<file path="src/rtl/freq_meter.sv">
// freq_meter: gated frequency counter. Counts synchronized SIG_IN rising edges over GATE_CYCLES clocks.
// Optional macro FREQ_METER_OVF_EN: saturating edge counter with a per-window overflow flag on OVF.
module freq_meter #(
   parameter int GATE_CYCLES = 50_000_000,
   parameter int CNT_W       = 32,
   parameter int GC_W        = 26
) (
   input  logic             CLK_50M,
   input  logic             RST_N,
   input  logic             EN,
   input  logic             SIG_IN,
   output logic [CNT_W-1:0] FREQ,
   output logic             VALID,
   output logic             BUSY,
   output logic             OVF
);

   typedef enum logic [0:0] {
      ST_IDLE = 1'b0,
      ST_GATE = 1'b1
   } state_t;

   localparam logic [GC_W-1:0] GATE_LAST = GC_W'(GATE_CYCLES - 1);

   logic             sync1_r;
   logic             sync2_r;
   logic             prev_r;
   logic             rise_s;
   logic             gate_done_s;
   state_t           state_r;
   logic [GC_W-1:0]  gate_cnt_r;
   logic [CNT_W-1:0] edge_cnt_r;
   logic [CNT_W-1:0] edge_next_s;
   logic             ovf_next_s;
   logic [CNT_W-1:0] freq_r;
   logic             valid_r;
   logic             busy_r;
   logic             ovf_r;

   assign rise_s      = sync2_r & ~prev_r;
   assign gate_done_s = (state_r == ST_GATE) && (gate_cnt_r == GATE_LAST);

`ifdef FREQ_METER_OVF_EN
   localparam logic [CNT_W-1:0] CNT_MAX = {CNT_W{1'b1}};

   logic ovf_flag_r;

   // Saturating edge count; an increment attempted at the ceiling marks the window as overflowed.
   always_comb begin
      edge_next_s = edge_cnt_r;
      ovf_next_s  = ovf_flag_r;
      if (rise_s && (edge_cnt_r == CNT_MAX)) begin
         ovf_next_s = 1'b1;
      end else if (rise_s) begin
         edge_next_s = edge_cnt_r + CNT_W'(1'b1);
      end else begin
         edge_next_s = edge_cnt_r;
      end
   end

   // Sticky overflow flag, live only inside a running window.
   always_ff @(posedge CLK_50M) begin
      if (!RST_N) begin
         ovf_flag_r <= 1'b0;
      end else if ((state_r == ST_GATE) && EN && !gate_done_s) begin
         ovf_flag_r <= ovf_next_s;
      end else begin
         ovf_flag_r <= 1'b0;
      end
   end
`else
   // Wrapping edge count; no overflow reporting in this build.
   always_comb begin
      edge_next_s = edge_cnt_r + CNT_W'(rise_s);
      ovf_next_s  = 1'b0;
   end
`endif

   // Two-flop synchronizer plus delayed copy for rising-edge detection.
   always_ff @(posedge CLK_50M) begin
      if (!RST_N) begin
         sync1_r <= 1'b0;
         sync2_r <= 1'b0;
         prev_r  <= 1'b0;
      end else begin
         sync1_r <= SIG_IN;
         sync2_r <= sync1_r;
         prev_r  <= sync2_r;
      end
   end

   // Gate FSM; the closing cycle folds in its own rise so back-to-back windows lose no edge.
   always_ff @(posedge CLK_50M) begin
      if (!RST_N) begin
         state_r    <= ST_IDLE;
         gate_cnt_r <= '0;
         edge_cnt_r <= '0;
         freq_r     <= '0;
         valid_r    <= 1'b0;
         busy_r     <= 1'b0;
         ovf_r      <= 1'b0;
      end else begin
         valid_r <= 1'b0;
         case (state_r)
            ST_IDLE: begin
               gate_cnt_r <= '0;
               edge_cnt_r <= '0;
               if (EN) begin
                  state_r <= ST_GATE;
                  busy_r  <= 1'b1;
               end else begin
                  state_r <= ST_IDLE;
                  busy_r  <= 1'b0;
               end
            end
            ST_GATE: begin
               if (gate_done_s) begin
                  freq_r     <= edge_next_s;
                  ovf_r      <= ovf_next_s;
                  valid_r    <= 1'b1;
                  gate_cnt_r <= '0;
                  edge_cnt_r <= '0;
                  if (EN) begin
                     state_r <= ST_GATE;
                     busy_r  <= 1'b1;
                  end else begin
                     state_r <= ST_IDLE;
                     busy_r  <= 1'b0;
                  end
               end else if (!EN) begin
                  state_r    <= ST_IDLE;
                  busy_r     <= 1'b0;
                  gate_cnt_r <= '0;
                  edge_cnt_r <= '0;
               end else begin
                  gate_cnt_r <= gate_cnt_r + GC_W'(1'b1);
                  edge_cnt_r <= edge_next_s;
               end
            end
            default: begin
               state_r    <= ST_IDLE;
               busy_r     <= 1'b0;
               gate_cnt_r <= '0;
               edge_cnt_r <= '0;
            end
         endcase
      end
   end

   assign FREQ  = freq_r;
   assign VALID = valid_r;
   assign BUSY  = busy_r;
   assign OVF   = ovf_r;

endmodule
</file>
<file path="config.mk">
export PLATFORM = sky130hd
export DESIGN_NAME = freq_meter
export DESIGN_NICKNAME = d
export VERILOG_FILES = /design/src/rtl/freq_meter.sv
export SDC_FILE = /design/constraint.sdc
export NUM_CORES = 1
export LEC_CHECK = 0
export CORE_MARGIN = 5
export CORE_UTILIZATION = 51
export DETAILED_ROUTE_END_ITERATION = 8
export HOLD_SLACK_MARGIN = 0.12
export PLACE_DENSITY_LB_ADDON = 0.08
export SLEW_MARGIN = 40
export SYNTH_ARGS = -nofsm -noshare
export SYNTH_HDL_FRONTEND = slang
export SYNTH_SLANG_ARGS = --single-unit
</file>
<file path="constraint.sdc">
create_clock -name CLK_50M -period 2 [get_ports CLK_50M]
set_input_delay 0.4 -clock CLK_50M [delete_from_list [all_inputs] [get_ports CLK_50M]]
set_output_delay 0.4 -clock CLK_50M [all_outputs]
set_load 0.01 [all_outputs]
</file>
Word level (Yosys, flattened, before mapping)
Cells that the tools add are included.

storage, ports and cells
  flip-flop bits (word level) = 96
  input bits = 4
  output and inout bits = 35
  logic and storage cells = 30

operators by class
  add/sub/neg operators = 2
  equal/unequal tests = 2
  mux-type cells = 11
  bitwise gates (word level) = 3
  reduce and logical (&&, ||, !) cells = 3

operators with widths
  kind                                            number
  two-way mux 32 bit                              2
  one-hot mux 32 bit (2 select lines)             1
  two-way mux 26 bit                              2
  one-hot mux 26 bit (2 select lines)             1
  adder 32 x 1 -> 32 bit                          1
  adder 26 x 1 -> 26 bit (second input constant)  1
  == test 26 bit (second input constant)          1
  two-way mux 1 bit                               4
  AND reduction 2 bit                             2
  != test 3 bit (second input constant)           1
  NOT 1 bit                                       2
  one-hot mux 1 bit (2 select lines)              1
  AND 1 bit                                       1
  logical AND 1 bit                               1

Depth between registers and ports, before layout
  depth after elaboration = 6
  mapped depth = 9
  depth with buffers taken out = 8

Worst setup path after synthesis
Ideal clock, no wire load.

  kind = reg2reg
  start point = register gate_cnt_r[7]
  end point = register edge_cnt_r[29]
  library setup time = 0.117 ns
  arrival time = 2.090 ns
  slack = -0.208 ns
  stages on the path, launching flop included = 9
  buffers on the path = 3
  clock period less this slack = 2.208 ns
  cell sequence = dfxtp_1 or4b_4 or4_4 o31ai_2 or2_1 buf_2 buf_6 buf_6 nor2_1

between the ends
  cells in the longest elaborated chain, start to end = 4

ends and longest elaborated chain
  item                                 line  RTL
  from (decl)                          31    logic [GC_W-1:0] gate_cnt_r;
  from (signal assigned)               136   gate_cnt_r <= gate_cnt_r + GC_W'(1'b1);
  == test 26 bit                       41    assign gate_done_s = (state_r == ST_GATE) && (gate_cnt_r == GATE_LAST);
  logical AND 1 bit                    41
  two-way mux 32 bit                   117   if (gate_done_s) begin
  one-hot mux 32 bit (2 select lines)  104   case (state_r)
  to (signal assigned)                 137   edge_cnt_r <= edge_next_s;
  to (decl)                            32    logic [CNT_W-1:0] edge_cnt_r;

Every way passes these cells.
A chain may end at the register's enable or synchronous reset.

Final worst setup path
  start point = register gate_cnt_r[7]
  end point = register freq_r[6] (netlist: FREQ[6])

between the ends
  cells in the longest elaborated chain, start to end = 3

ends and longest elaborated chain
  item                                  line  RTL
  == test 26 bit                        41
  logical AND 1 bit                     41
  AND reduction 2 bit (no source line)  --
  to (signal assigned)                  118   freq_r <= edge_next_s;
  to (decl)                             35    logic [CNT_W-1:0] freq_r;

Every way passes these cells.

==> impl_metrics.csv <==
group,metric,value,unit
clock_tree,cts_buffer_depth,2,
cells_and_area,fin_nets,509,
outcome,status,"complete, but fails checks",
critical_path,cp.required,2280,ps
cells_and_area,final_cells,608,
die,fp.dieH,97.7,um
die,core,7610,sq um
timing,hold_viol,0,
detailed_routing,dr.pass1.iters,4,
critical_path,arrival,2510,ps
placement,port_buffers,37,
critical_path,crit_fanout,9,
timing,max_freq,449,MHz
clock_tree,clk_pin_slew,90,ps
power,vdd_drop_max,0.436,mV
synth,ys_ff_latch,96,
cells_and_area,final_core_util,68.1,%
critical_path,cp_common_cell,"buf_12",
critical_path,reg2reg_setup_slack,-230,ps
die,io_pins,39,
timing,rsz0062_at_grt,"true",
worst_hold_path,hp-class,"flip-flop to flip-flop",
grt,antenna_found_initial,0,
cells_and_area,diodes,0,
detailed_routing,drt_iter0_markers,98,
clock_tree,root_buffer,"clkbuf_8",
die,rows,32,
power,p_leak,1.83,nW
placement,placed_cell_area,4730,sq um
timing,setup_viol,90,
detailed_routing,via_count,3136,
grt,met2_usage,30.5,%
placement,gp_congestion,0.794,
grt,use_met3,3.02,%
timing,tightest_slew,559,ps
power,report.power.total,3.31,mW
synth,syn_nets,430,
synth,ys_types,36,
timing,slew_headroom,62.7,%
synth,ys_seq_area_share,49.0,%
grt,use_met1,22.7,%
grt,grt_max_degree,33,
detailed_routing,drc,0,
clock_tree,cts_tree,"done",
critical_path,worstSetupPathType,"flip-flop to flip-flop",
grt,grt_pass1_wl,14100,um
die,initial_core_util,51.6,%
placement,place_hpwl,5960,um
clock_tree,cts.sinks,96,
detailed_routing,ant_nets,0,
timing,finClkSkew,14.0,ps
clock_tree,clkLatencyLatePin,360,ps
cells_and_area,multi_input_area,1960,sq um
cells_and_area,seq_area,1920,sq um
synth,synth_area,3920,sq um
grt,track_usage,17.8,%
timing,min_period_over_period,111,%
synth,yosysWarnings,0,
grt,overflow,0,
grt,grt_pass1_vias,3074,
cells_and_area,drive_gt1_share,22.7,%
timing,setup_tns,-13980,ps
critical_path,worstSetupEndpointType,"flip-flop",
timing,finalCriticalPeriod,2230,ps
placement,dp.cells,585,
critical_path,cp-start-kind,"flip-flop",
timing,hold_ws,470,ps
detailed_routing,viasPerCell,5.16,
power,power_density,640,nW/um^2
die,design.die.area,9550,sq um
job,drv_cap,0,
cells_and_area,area_delta_synth_final,32.1,%
clock_tree,cts_made_buffers,9,
detailed_routing,drt-total-wl,8740,um
synth,avgSynthCellArea,9.27,sq um
critical_path,worstPathCellList,"or4b_4, or4_4, buf_6, nor4_4, buf_12, buf_12, nor2_2, a211oi_2",
cells_and_area,n_fill_cell,628,
critical_path,cp_slowest_cell,"or4b_4",
detailed_routing,routedWlPerCell,14.4,um
timing,slew_viol_final,0,
timing,setup_slack,-226,ps
grt,top_usage_layer,"met2",
critical_path,slowest_delay,540,ps
placement,place_ws,-237,ps
clock_tree,htree_levels,3,
cells_and_area,design_area,5180,sq um
synth,synthCells,423,
outcome,violations,"negative setup slack",
die,die_x,97.7,um
report_power, final:
group | leakage [nW] | switching (mW) | internal, mW
clock | 0.109 | 0.655 | 0.681
sequential | 0.775 | 0.00342 | 1.91
combinational | 0.941 | 0.0357 | 0.0235
final timing paths:
path                      start  endpoint  depth (start not counted)
hold / removal          sync1_r   sync2_r                          1
hold reg to reg         sync1_r   sync2_r                          1
setup / recovery  gate_cnt_r[7]   FREQ[6]                          8
setup reg to reg  gate_cnt_r[7]   FREQ[6]                          8
critical path, delay by kind of cell, from the launching register on:
| kind | cells | cell delay (ps) |
|---|---|---|
| compound gates | 1 | 130 |
| buf+inv | 3 | 480 |
| flops | 1 | 330 |
| simple gates | 4 | 1210 |
registers in the layout (all words and copies together), names as in the netlist:
signal and count:
BUSY 1, FREQ 32, VALID 1, edge_cnt_r 32, gate_cnt_r 26, prev_r 1, state_r 1, sync1_r 1
sync2_r 1
Yosys cell counts, drive strengths merged:
master  instances  area (sq um)
dfxtp          96          1920
nor2           82           308
xor2           30           263
xnor2          24           210
nand3          21           105
a21oi          20           100
o21ai          20           100
nand2          18          67.6
nand4          16           100
buf            12          98.8
a211oi         10           120
inv            10          37.5
and2            9          56.3
and3            9          56.3
and4            8          70.1
clkbuf          8          30.0
nor4            8          92.6
nor3            6          30.0
ha              3          37.5
mux2i           2          20.0
or4             2          18.8
or4b            2          27.5
conb            1          3.75
nor2b           1          6.26
nor3b           1          7.51
nor4b           1          8.76
o31ai           1          12.5
or2             1          6.26
or3             1          6.26
layout make-up:
class	instances	area share (%)
Clock inverter	3	0.918
Tap cell	102	2.46
Timing Repair Buffer	88	17.7
Inverter	10	0.724
Sequential cell	96	37.1
Multi-Input combinational cell	297	37.8
Clock buffer	12	3.19
logic make-up (layout without fill, tap and decap cells):
kind of cell | count (synthesis) | after routing | synth area share (%)
AND/OR/NAND/NOR | 186 | 186 | 24.7
AO/OA/AOI/OAI | 51 | 51 | 8.49
buffers and inverters | 30 | 113 | 4.24
XOR/XNOR | 54 | 54 | 12.1
adder cells (fa/ha/maj) | 3 | 3 | 0.957
other | 1 | 1 | 0.0956
multiplexers | 2 | 2 | 0.510
flip-flops | 96 | 96 | 49.0
timing repair:
action,4_1_cts,5_1_grt
hold buffers,0,0
cloned,1,3
resized for setup,15,18
pin swaps,1,0
setup buffers,2,2
setup endpoints to repair,90,90
layout by cell type (no fill, tap or decap), drive strengths merged:
master         count
nor2              82
nand4             16
inv               11
clkbuf            15
mux2i              2
nor3               6
xnor2             24
ha                 3
a21oi             20
nor4b              1
or3                1
or2                1
buf               48
or4                2
a211oi            10
and4               8
clkinv             1
bufinv             1
nor2b              1
dfxtp             96
and3               9
or4b               2
xor2              30
nor3b              1
nand3             21
o21ai             20
nor4               8
and2               9
conb               1
nand2             18
clkdlybuf4s50     37
o31ai              1
per-layer routing:
metal  part of all wire (%)  up-vias  wire [um]
met5                      0        -          0
met4                    1.3        0        110
met3                    3.2       10        280
met2                     49       47       4240
met1                     47     1486       4110
li1                       -     1593          -
No activity file was read; power rests on OpenSTA's default activity.
